### src/rtl/pc_unit_if.sv
// Bus between the PC unit and its controller, branch address generator and instruction memory.
interface pc_unit_if;
    logic [2:0]  pc_source;
    logic        pc_write;
    logic [31:0] jal_addr;
    logic [31:0] branch_addr;
    logic [31:0] jalr_addr;
    logic [31:0] mtvec;
    logic [31:0] mepc;
    logic        imem_ack;
    logic        imem_req;
    logic [31:0] imem_addr;
    logic [31:0] pc;
    logic [31:0] pc_plus4;
    logic        ir_valid;
    logic        misalign_err;
    logic [31:0] mtval;
    logic [31:0] redirect_cnt;

    modport master (
        output pc_source, pc_write, jal_addr, branch_addr, jalr_addr, mtvec, mepc, imem_ack,
        input  imem_req, imem_addr, pc, pc_plus4, ir_valid, misalign_err, mtval, redirect_cnt
    );

    modport slave (
        input  pc_source, pc_write, jal_addr, branch_addr, jalr_addr, mtvec, mepc, imem_ack,
        output imem_req, imem_addr, pc, pc_plus4, ir_valid, misalign_err, mtval, redirect_cnt
    );
endinterface

### src/rtl/pc_unit.sv
// Program counter with fetch handshake FSM (FETCH/WAIT/HOLD) and misaligned-target rejection.
// Optional redirect counter enabled by defining PC_REDIRECT_CNT_EN.
module pc_unit #(
    parameter logic [31:0] RESET_VEC       = 32'h0000_0000,
    parameter bit          MTVEC_ALIGN_CHK = 1'b1
) (
    input logic CLK,
    input logic RST,
    pc_unit_if.slave bus
);
    typedef enum logic [1:0] {FETCH, WAIT, HOLD} state_t;

    state_t      state;
    logic [31:0] pc_q;
    logic [31:0] mtval_q;
    logic        req_q;
    logic        valid_q;
    logic        err_q;
    logic [31:0] pc_plus4;
    logic [31:0] target;
    logic        illegal;

    always_comb begin
        pc_plus4 = pc_q + 32'd4;
        case (bus.pc_source)
            3'd0:    target = pc_plus4;
            3'd1:    target = bus.jalr_addr;
            3'd2:    target = bus.branch_addr;
            3'd3:    target = bus.jal_addr;
            3'd4:    target = bus.mtvec;
            3'd5:    target = bus.mepc;
            default: target = pc_q;
        endcase
        // Hold sources never fault; trap/return targets only when the check is enabled.
        illegal = (target[1:0] != 2'b00) && (bus.pc_source <= 3'd5)
                  && ((bus.pc_source < 3'd4) || MTVEC_ALIGN_CHK);
    end

    always_ff @(posedge CLK) begin
        if (RST) begin
            state   <= FETCH;
            pc_q    <= RESET_VEC;
            req_q   <= 1'b1;
            valid_q <= 1'b0;
            err_q   <= 1'b0;
            mtval_q <= 32'h0;
        end else begin
            err_q <= 1'b0;
            case (state)
                FETCH: begin
                    state <= WAIT;
                    req_q <= 1'b0;
                end
                WAIT: begin
                    if (bus.imem_ack) begin
                        state   <= HOLD;
                        valid_q <= 1'b1;
                    end
                end
                HOLD: begin
                    if (bus.pc_write) begin
                        if (illegal) begin
                            err_q   <= 1'b1;
                            mtval_q <= target;
                        end else begin
                            pc_q    <= target;
                            state   <= FETCH;
                            req_q   <= 1'b1;
                            valid_q <= 1'b0;
                        end
                    end
                end
                default: begin
                    state   <= FETCH;
                    req_q   <= 1'b1;
                    valid_q <= 1'b0;
                end
            endcase
        end
    end

`ifdef PC_REDIRECT_CNT_EN
    logic [31:0] cnt_q;
    logic        redirect;

    assign redirect = (bus.pc_source >= 3'd1) && (bus.pc_source <= 3'd5);

    always_ff @(posedge CLK) begin
        if (RST)
            cnt_q <= 32'h0;
        else if (state == HOLD && bus.pc_write && !illegal && redirect)
            cnt_q <= cnt_q + 32'd1;
    end

    assign bus.redirect_cnt = cnt_q;
`else
    assign bus.redirect_cnt = 32'h0;
`endif

    assign bus.pc           = pc_q;
    assign bus.imem_addr    = pc_q;
    assign bus.pc_plus4     = pc_plus4;
    assign bus.imem_req     = req_q;
    assign bus.ir_valid     = valid_q;
    assign bus.misalign_err = err_q;
    assign bus.mtval        = mtval_q;
endmodule

### src/flat_wrapper.sv
// flat-port wrapper written by rule: the top's interface ports become plain ports
module pc_unit_flat 
#(
    parameter logic [31:0] RESET_VEC       = 32'h0000_0000,
    parameter bit          MTVEC_ALIGN_CHK = 1'b1
)
  (CLK, RST, bus_pc_source, bus_pc_write, bus_jal_addr, bus_branch_addr, bus_jalr_addr, bus_mtvec, bus_mepc, bus_imem_ack, bus_imem_req, bus_imem_addr, bus_pc, bus_pc_plus4, bus_ir_valid, bus_misalign_err, bus_mtval, bus_redirect_cnt);
  pc_unit_if bus_i ();
  input logic CLK;
  input logic RST;
  input wire logic [$bits(bus_i.pc_source)-1:0] bus_pc_source;
  input wire logic [$bits(bus_i.pc_write)-1:0] bus_pc_write;
  input wire logic [$bits(bus_i.jal_addr)-1:0] bus_jal_addr;
  input wire logic [$bits(bus_i.branch_addr)-1:0] bus_branch_addr;
  input wire logic [$bits(bus_i.jalr_addr)-1:0] bus_jalr_addr;
  input wire logic [$bits(bus_i.mtvec)-1:0] bus_mtvec;
  input wire logic [$bits(bus_i.mepc)-1:0] bus_mepc;
  input wire logic [$bits(bus_i.imem_ack)-1:0] bus_imem_ack;
  output wire logic [$bits(bus_i.imem_req)-1:0] bus_imem_req;
  output wire logic [$bits(bus_i.imem_addr)-1:0] bus_imem_addr;
  output wire logic [$bits(bus_i.pc)-1:0] bus_pc;
  output wire logic [$bits(bus_i.pc_plus4)-1:0] bus_pc_plus4;
  output wire logic [$bits(bus_i.ir_valid)-1:0] bus_ir_valid;
  output wire logic [$bits(bus_i.misalign_err)-1:0] bus_misalign_err;
  output wire logic [$bits(bus_i.mtval)-1:0] bus_mtval;
  output wire logic [$bits(bus_i.redirect_cnt)-1:0] bus_redirect_cnt;
  assign bus_i.pc_source = bus_pc_source;
  assign bus_i.pc_write = bus_pc_write;
  assign bus_i.jal_addr = bus_jal_addr;
  assign bus_i.branch_addr = bus_branch_addr;
  assign bus_i.jalr_addr = bus_jalr_addr;
  assign bus_i.mtvec = bus_mtvec;
  assign bus_i.mepc = bus_mepc;
  assign bus_i.imem_ack = bus_imem_ack;
  assign bus_imem_req = bus_i.imem_req;
  assign bus_imem_addr = bus_i.imem_addr;
  assign bus_pc = bus_i.pc;
  assign bus_pc_plus4 = bus_i.pc_plus4;
  assign bus_ir_valid = bus_i.ir_valid;
  assign bus_misalign_err = bus_i.misalign_err;
  assign bus_mtval = bus_i.mtval;
  assign bus_redirect_cnt = bus_i.redirect_cnt;
  pc_unit #(.RESET_VEC(RESET_VEC), .MTVEC_ALIGN_CHK(MTVEC_ALIGN_CHK)) u_core (.CLK(CLK), .RST(RST), .bus(bus_i));
endmodule
### config.mk
export PLATFORM = sky130hd
export DESIGN_NAME = pc_unit_flat
export DESIGN_NICKNAME = d
export VERILOG_FILES = /design/src/rtl/pc_unit_if.sv /design/src/rtl/pc_unit.sv /design/src/flat_wrapper.sv
export SDC_FILE = /design/constraint.sdc
export NUM_CORES = 1
export LEC_CHECK = 0
export ABC_AREA = 1
export BUFFER_PORTS_ARGS = -buffer_cell sky130_fd_sc_hd__clkbuf_2
export CORE_AREA = 2 2 128 130
export DETAILED_ROUTE_END_ITERATION = 12
export DIE_AREA = 0 0 130 132
export PLACE_DENSITY = 0.68
export SLEW_MARGIN = 10
export SYNTH_ARGS = -nofsm -noshare
export SYNTH_HDL_FRONTEND = slang
export SYNTH_SLANG_ARGS = --single-unit
### constraint.sdc
create_clock -name CLK -period 4.3 [get_ports CLK]
set_input_delay 0.43 -clock CLK [delete_from_list [all_inputs] [get_ports CLK]]
set_output_delay 0.43 -clock CLK [all_outputs]
set_load 0.1 [all_outputs]
---- Word level (Yosys, flattened, before mapping) ----
Cells that the tools add are included.
operators by class
  add/subtract/negate cells ............... 1
  magnitude comparators ................... 1
  eq/ne operators ......................... 10
  mux-type cells .......................... 13
  bitwise logic cells ..................... 5
  reductions and logical operators ........ 10
operators by type and width
  cell                     count
  $pmux W32 S6             1
  $add A32 B3 Y32 const B  1
  $reduce_and A3 Y1        4
  $eq A3 B2 Y1 const B     2
  $eq A3 B3 Y1 const B     2
  $mux W1                  6
  $mux W2                  3
  $ne A2 B2 Y1 const B     3
  $pmux W1 S3              2
  $pmux W2 S3              1
  $not A1 Y1               5
  $reduce_and A4 Y1        1
  $eq A3 B1 Y1 const B     1
  $le A3 B3 Y1 const B     1
  $logic_not A3 Y1         1
  $reduce_or A3 Y1         1
  $eq A2 B1 Y1 const B     1
  $eq A2 B2 Y1 const B     1
  $logic_not A2 Y1         1
  $reduce_bool A2 Y1       1
  $logic_and A1 B1 Y1      1
word-level totals
  flip-flop bits (word level) ............. 69
  output and inout port bits .............. 163

---- Longest topological paths before layout ----
  word-level depth ........................ 7
  gate-level depth with buffers ........... 15
  mapped depth without buffers ............ 13

---- Worst setup path before layout ----
OpenSTA, ideal clock, no wires.
  path type ............................... reg-to-reg
  from .................................... register u_core.pc_q[2], in the netlist u_core.bus.imem_addr[2]
  to ...................................... register u_core.pc_q[11], in the netlist u_core.bus.imem_addr[11]
  library setup time ...................... 0.064 ns
  arrival ................................. 4.004 ns
  required time ........................... 4.236 ns
  path slack .............................. 0.232 ns
  cell stages (with the launch flop) ...... 8
  buffers on the path ..................... 0
  period minus slack after synthesis ...... 4.068 ns
  cell sequence ........................... dfxtp_1 -> inv_1 -> nor2_1 -> xor2_1 -> nand2_1 -> o211ai_1 -> nor2_1 -> nor2_1
between the ends
  word-level cells in the longest chain between the ends .. 2
RTL lines
  what                        line                text
  start, declared             pc_unit.sv:14       logic [31:0] pc_q;
  start signal, assigned      pc_unit.sv:66       pc_q <= target;
  $add A32 B3 Y32             pc_unit.sv:24       pc_plus4 = pc_q + 32'd4;
  named net bus_pc_plus4[11]  flat_wrapper.sv:22  output wire logic [$bits(bus_i.pc_plus4)-1:0] bus_pc_plus4;
  $pmux W32 S6                pc_unit.sv:25       case (bus.pc_source)
The timed path passes the listed nets, and every way through them passes these cells.
A chain may end at the register's enable or synchronous reset.

---- Final worst setup path ----
  from .................................... register u_core.pc_q[2], in the netlist u_core.bus.imem_addr[2]
  to ...................................... output bus_pc_plus4[18]
between the ends
  word-level cells in the longest chain between the ends .. 1
RTL lines
  what             line
  $add A32 B3 Y32  pc_unit.sv:24
  end, declared    flat_wrapper.sv:22
No other way between the ends.

==> qor.txt <==
# placed instances - 1446
RR Endpoint - u_core.bus.mtval[14]
DRC Markers - 0
Simple-gate share of the synthesized area - 46.42%
Initial antenna violation count - 0
PwrDens - 298.8 mW/mm2
Finished Layout Cells - 1461
Ys Warns - 0
Post-Syn Area - 0.005652 mm2
HP Class - input port to flip-flop
Final Routed Wirelength - 23380 um
Setup crit end kind - output pin
Min Tclk post-route - 3.138 ns
IO Port Bufs - 297
EDFF count, synth - 0
Leakage - 4.022 nW
Crit Path Max Fanout - 6
Most frequent cells after synthesis - nand2_1 (395), nor2_1 (180), inv_1 (90)
Die height - 132 um
Hold_buf cts - 0
H-tree levels - 3
Clock Skew - 0.007375 ns
Post-DP HPWL - 19180 um
Top Layer Used - met4
Via density per instance - 4.762
Synth Area per Inst - 5.635 um2
Initial drt markers - 495
CTS tree - done
Worst path arrival time - 2.71 ns
Count leader, synth - nand2_1
Post-synthesis compound-gate area fraction - 6.752%
Die W - 130 um
Setup Total Neg Slack - 0 ns
Seq/Total Area, Yosys - 24.44%
Ys async rst share - 0%
Cell breakdown of the critical path - ha_1 -> nand2_1 -> nor2_1 -> nand2_1 -> nor2_1 -> xor2_1 -> clkbuf_2
Net switching power figure - 0.0008647 W
Largest stage delay on the critical path - 0.52 ns
Nets@finish - 1409
Reg2Reg Depth - 10
Total CTS buffers - 9
First-pass GRT wire length - 35250 um
Met3 routed WL - 2061 um
Synth Area in XOR/XNOR - 2.789%
Endpoint, Worst Hold - u_core.bus.ir_valid
Status - completed
Largest net degree at the start of global routing - 63
Vias in the first global route - 6457
CP required - 3.87 ns
DR WL/cell - 16.00 um
Antenna cells - 0
ANT nets after route - 0
Die area - 0.01716 mm2
Yosys top cell by area - nand2_1
Clock Pin Slew Worst Setup and Hold Paths - 0.06 ns
Post-Synthesis Cells - 1003
Unrepaired setup endpoints after global routing - no
Sinks on Clock Net - 69
Crit path launch type - flip-flop
Mux cell area share after synthesis - 0%
Logic pwr share - 32.6%
Final count of hold timing violations - 0
Unique cell type count in the Yosys netlist - 33
RR Startpoint - u_core.bus.imem_addr[2]
Slew Limit Fails - 0
Adder-cell area share of the yosys netlist - 0.2214%
Buf/Inv on CP - 1
Top FF cell, synth - dfxtp_1
Rel. slew slack - 22.40%
Worst path slowest cell - clkbuf_2
Final Worst Setup Slack - 1.162 ns
Gp weighted congestion - 0.9347
Net Sw Frac - 40.52%
Clock share of power - 35.5%
Hold Crit Depth - 3
Final period utilization - 72.97%
Slew @ Worst Pin - 1.163 ns
Via Count - 6958
WS Path Type - flip-flop to output pin
CTS max path bufs - 2
Internal power - 0.001270 W
Total track usage - 26.97%
Initial Util - 35.97%
GRT overflow - 0
Met2 wire length - 11010 um
Row cnt - 46
Worst skew pair latency - 0.34 ns
Max Clk Rate - 0.3187 GHz
Crit path max-delay family - simple AND/OR/NAND/NOR gates
CTS root buffer - clkbuf_16
Post-CTS sizing - 0
Hold Startpoint - bus_imem_ack
Layout cells sized above 1 - 26.59%
Synth Register Bits - 69
DP Worst Slack - 1.497 ns
Total core area - 0.01571 mm2
Io pins - 330
# setup viols final - 0
Synthesis-to-finish area growth - 26.39%
Synth top area share - 26.23%
Maxcap violations - 0
Share of power burned in registers - 31.9%
Wl on met1 - 9490 um
Max rail drop VDD - 184.7 uV
Post-CTS Setup Bufs - 0
Setup slack, reg-to-reg - 1.89 ns
Largest family of logic cells by synthesized area - simple AND/OR/NAND/NOR gates
Pre-antenna DRT Iters - 6
Largest cells by area after synthesis - nand2_1 (26%), dfxtp_1 (24%), nor2_1 (12%)
[placed cells by master, fill, tap and decap left out, types with 3 or more instances in the layout]
| master | Yosys | routed |
|---|---|---|
| nand2_1 | 395 | 395 |
| clkbuf_2 | 0 | 297 |
| nor2_1 | 180 | 179 |
| inv_1 | 90 | 90 |
| dfxtp_1 | 69 | 69 |
| nand3_1 | 38 | 38 |
| conb_1 | 1 | 32 |
| nand4_1 | 23 | 23 |
| xor2_1 | 18 | 18 |
| a21oi_1 | 16 | 16 |
| a211oi_1 | 13 | 13 |
| o211ai_1 | 9 | 9 |
| clkbuf_16 | 0 | 9 |
| o21ai_0 | 7 | 7 |
| inv_2 | 5 | 5 |
| a22oi_1 | 5 | 5 |
| buf_4 | 72 | 5 |
| and2_1 | 4 | 4 |
| clkinv_1 | 3 | 3 |
| o2111ai_1 | 3 | 3 |
| a22o_1 | 3 | 3 |
[state kept, by name, summed over array words and instances (netlist names)]
name / cells
u_core.bus.imem_req: 1
u_core.state: 2
u_core.bus.misalign_err: 1
u_core.bus.ir_valid: 1
u_core.bus.mtval: 32
u_core.bus.imem_addr: 32
[stage by stage]
| step | area, um2 | util, % | hold slack (ns) | total power (W) |
|---|---|---|---|---|
| final | 7143 | 45.46 | 0.3640 | 0.002134 |
| after global routing | 7143 | 45.46 | 0.3738 | 0.002211 |
| after CTS | 7143 | 45.46 | 0.3533 | 0.002145 |
| after detailed placement | 6842 | 43.54 | 0.4540 | 0.001387 |
| after global placement | 6842 | 43.54 | 0.4433 | 0.001387 |
| after floorplan | 5768 | - | 0.4942 | 0.001244 |
[layout make-up]
cell class              count  area (um2)
clock inverters             3       45.04
inverters                  98       367.9
fillers                  1741        8569
well taps                 216       270.3
repair buffers            302        1524
multi-input cells         761        3298
clock buffers              12       256.5
flip-flops and latches     69        1381
[tightest hold or removal path, cell delays in order]
cell      delay, ns
clkbuf_2       0.10
nand4_1        0.08
nand2_1        0.05
[kinds of logic after synthesis]
group,Yosys count
xor gates and xnor gates,18
and+or+nand+nor,652
other,1
buffers and inverters,204
DFF,69
adders and majority gates,1
AOI/OAI and AO/OA,58
[layer usage]
layer / vias to the layer above / GRT usage [%]
met5: - / 0
met4: 0 / 10.27
met2: 348 / 44.07
met3: 47 / 6.494
li1: 3469 / -
met1: 3094 / 34.10
[how the worst max path moves through the flow]
stage	end	startpoint	cells after the start
after floorplan	u_core.bus.imem_addr[11]	u_core.bus.imem_addr[2]	7
after global placement	u_core.bus.imem_addr[20]	bus_pc_source[2]	10
after detailed placement	u_core.bus.imem_addr[14]	bus_pc_source[1]	10
after CTS	bus_pc_plus4[18]	u_core.bus.imem_addr[2]	7
after global routing	bus_pc_plus4[14]	u_core.bus.imem_addr[2]	7
final	bus_pc_plus4[18]	u_core.bus.imem_addr[2]	7
[power by group through the flow]
stage,clock network (W),registers (W),logic [W]
after global routing,0.000793,0.000682,0.000736
after CTS,0.000771,0.000680,0.000695
after global placement,0,0.000693,0.000693
after detailed placement,0,0.000694,0.000693
after floorplan,0,0.000797,0.000447
final,0.000758,0.000680,0.000696
Note: power is estimated with default switching activity, not from simulation.
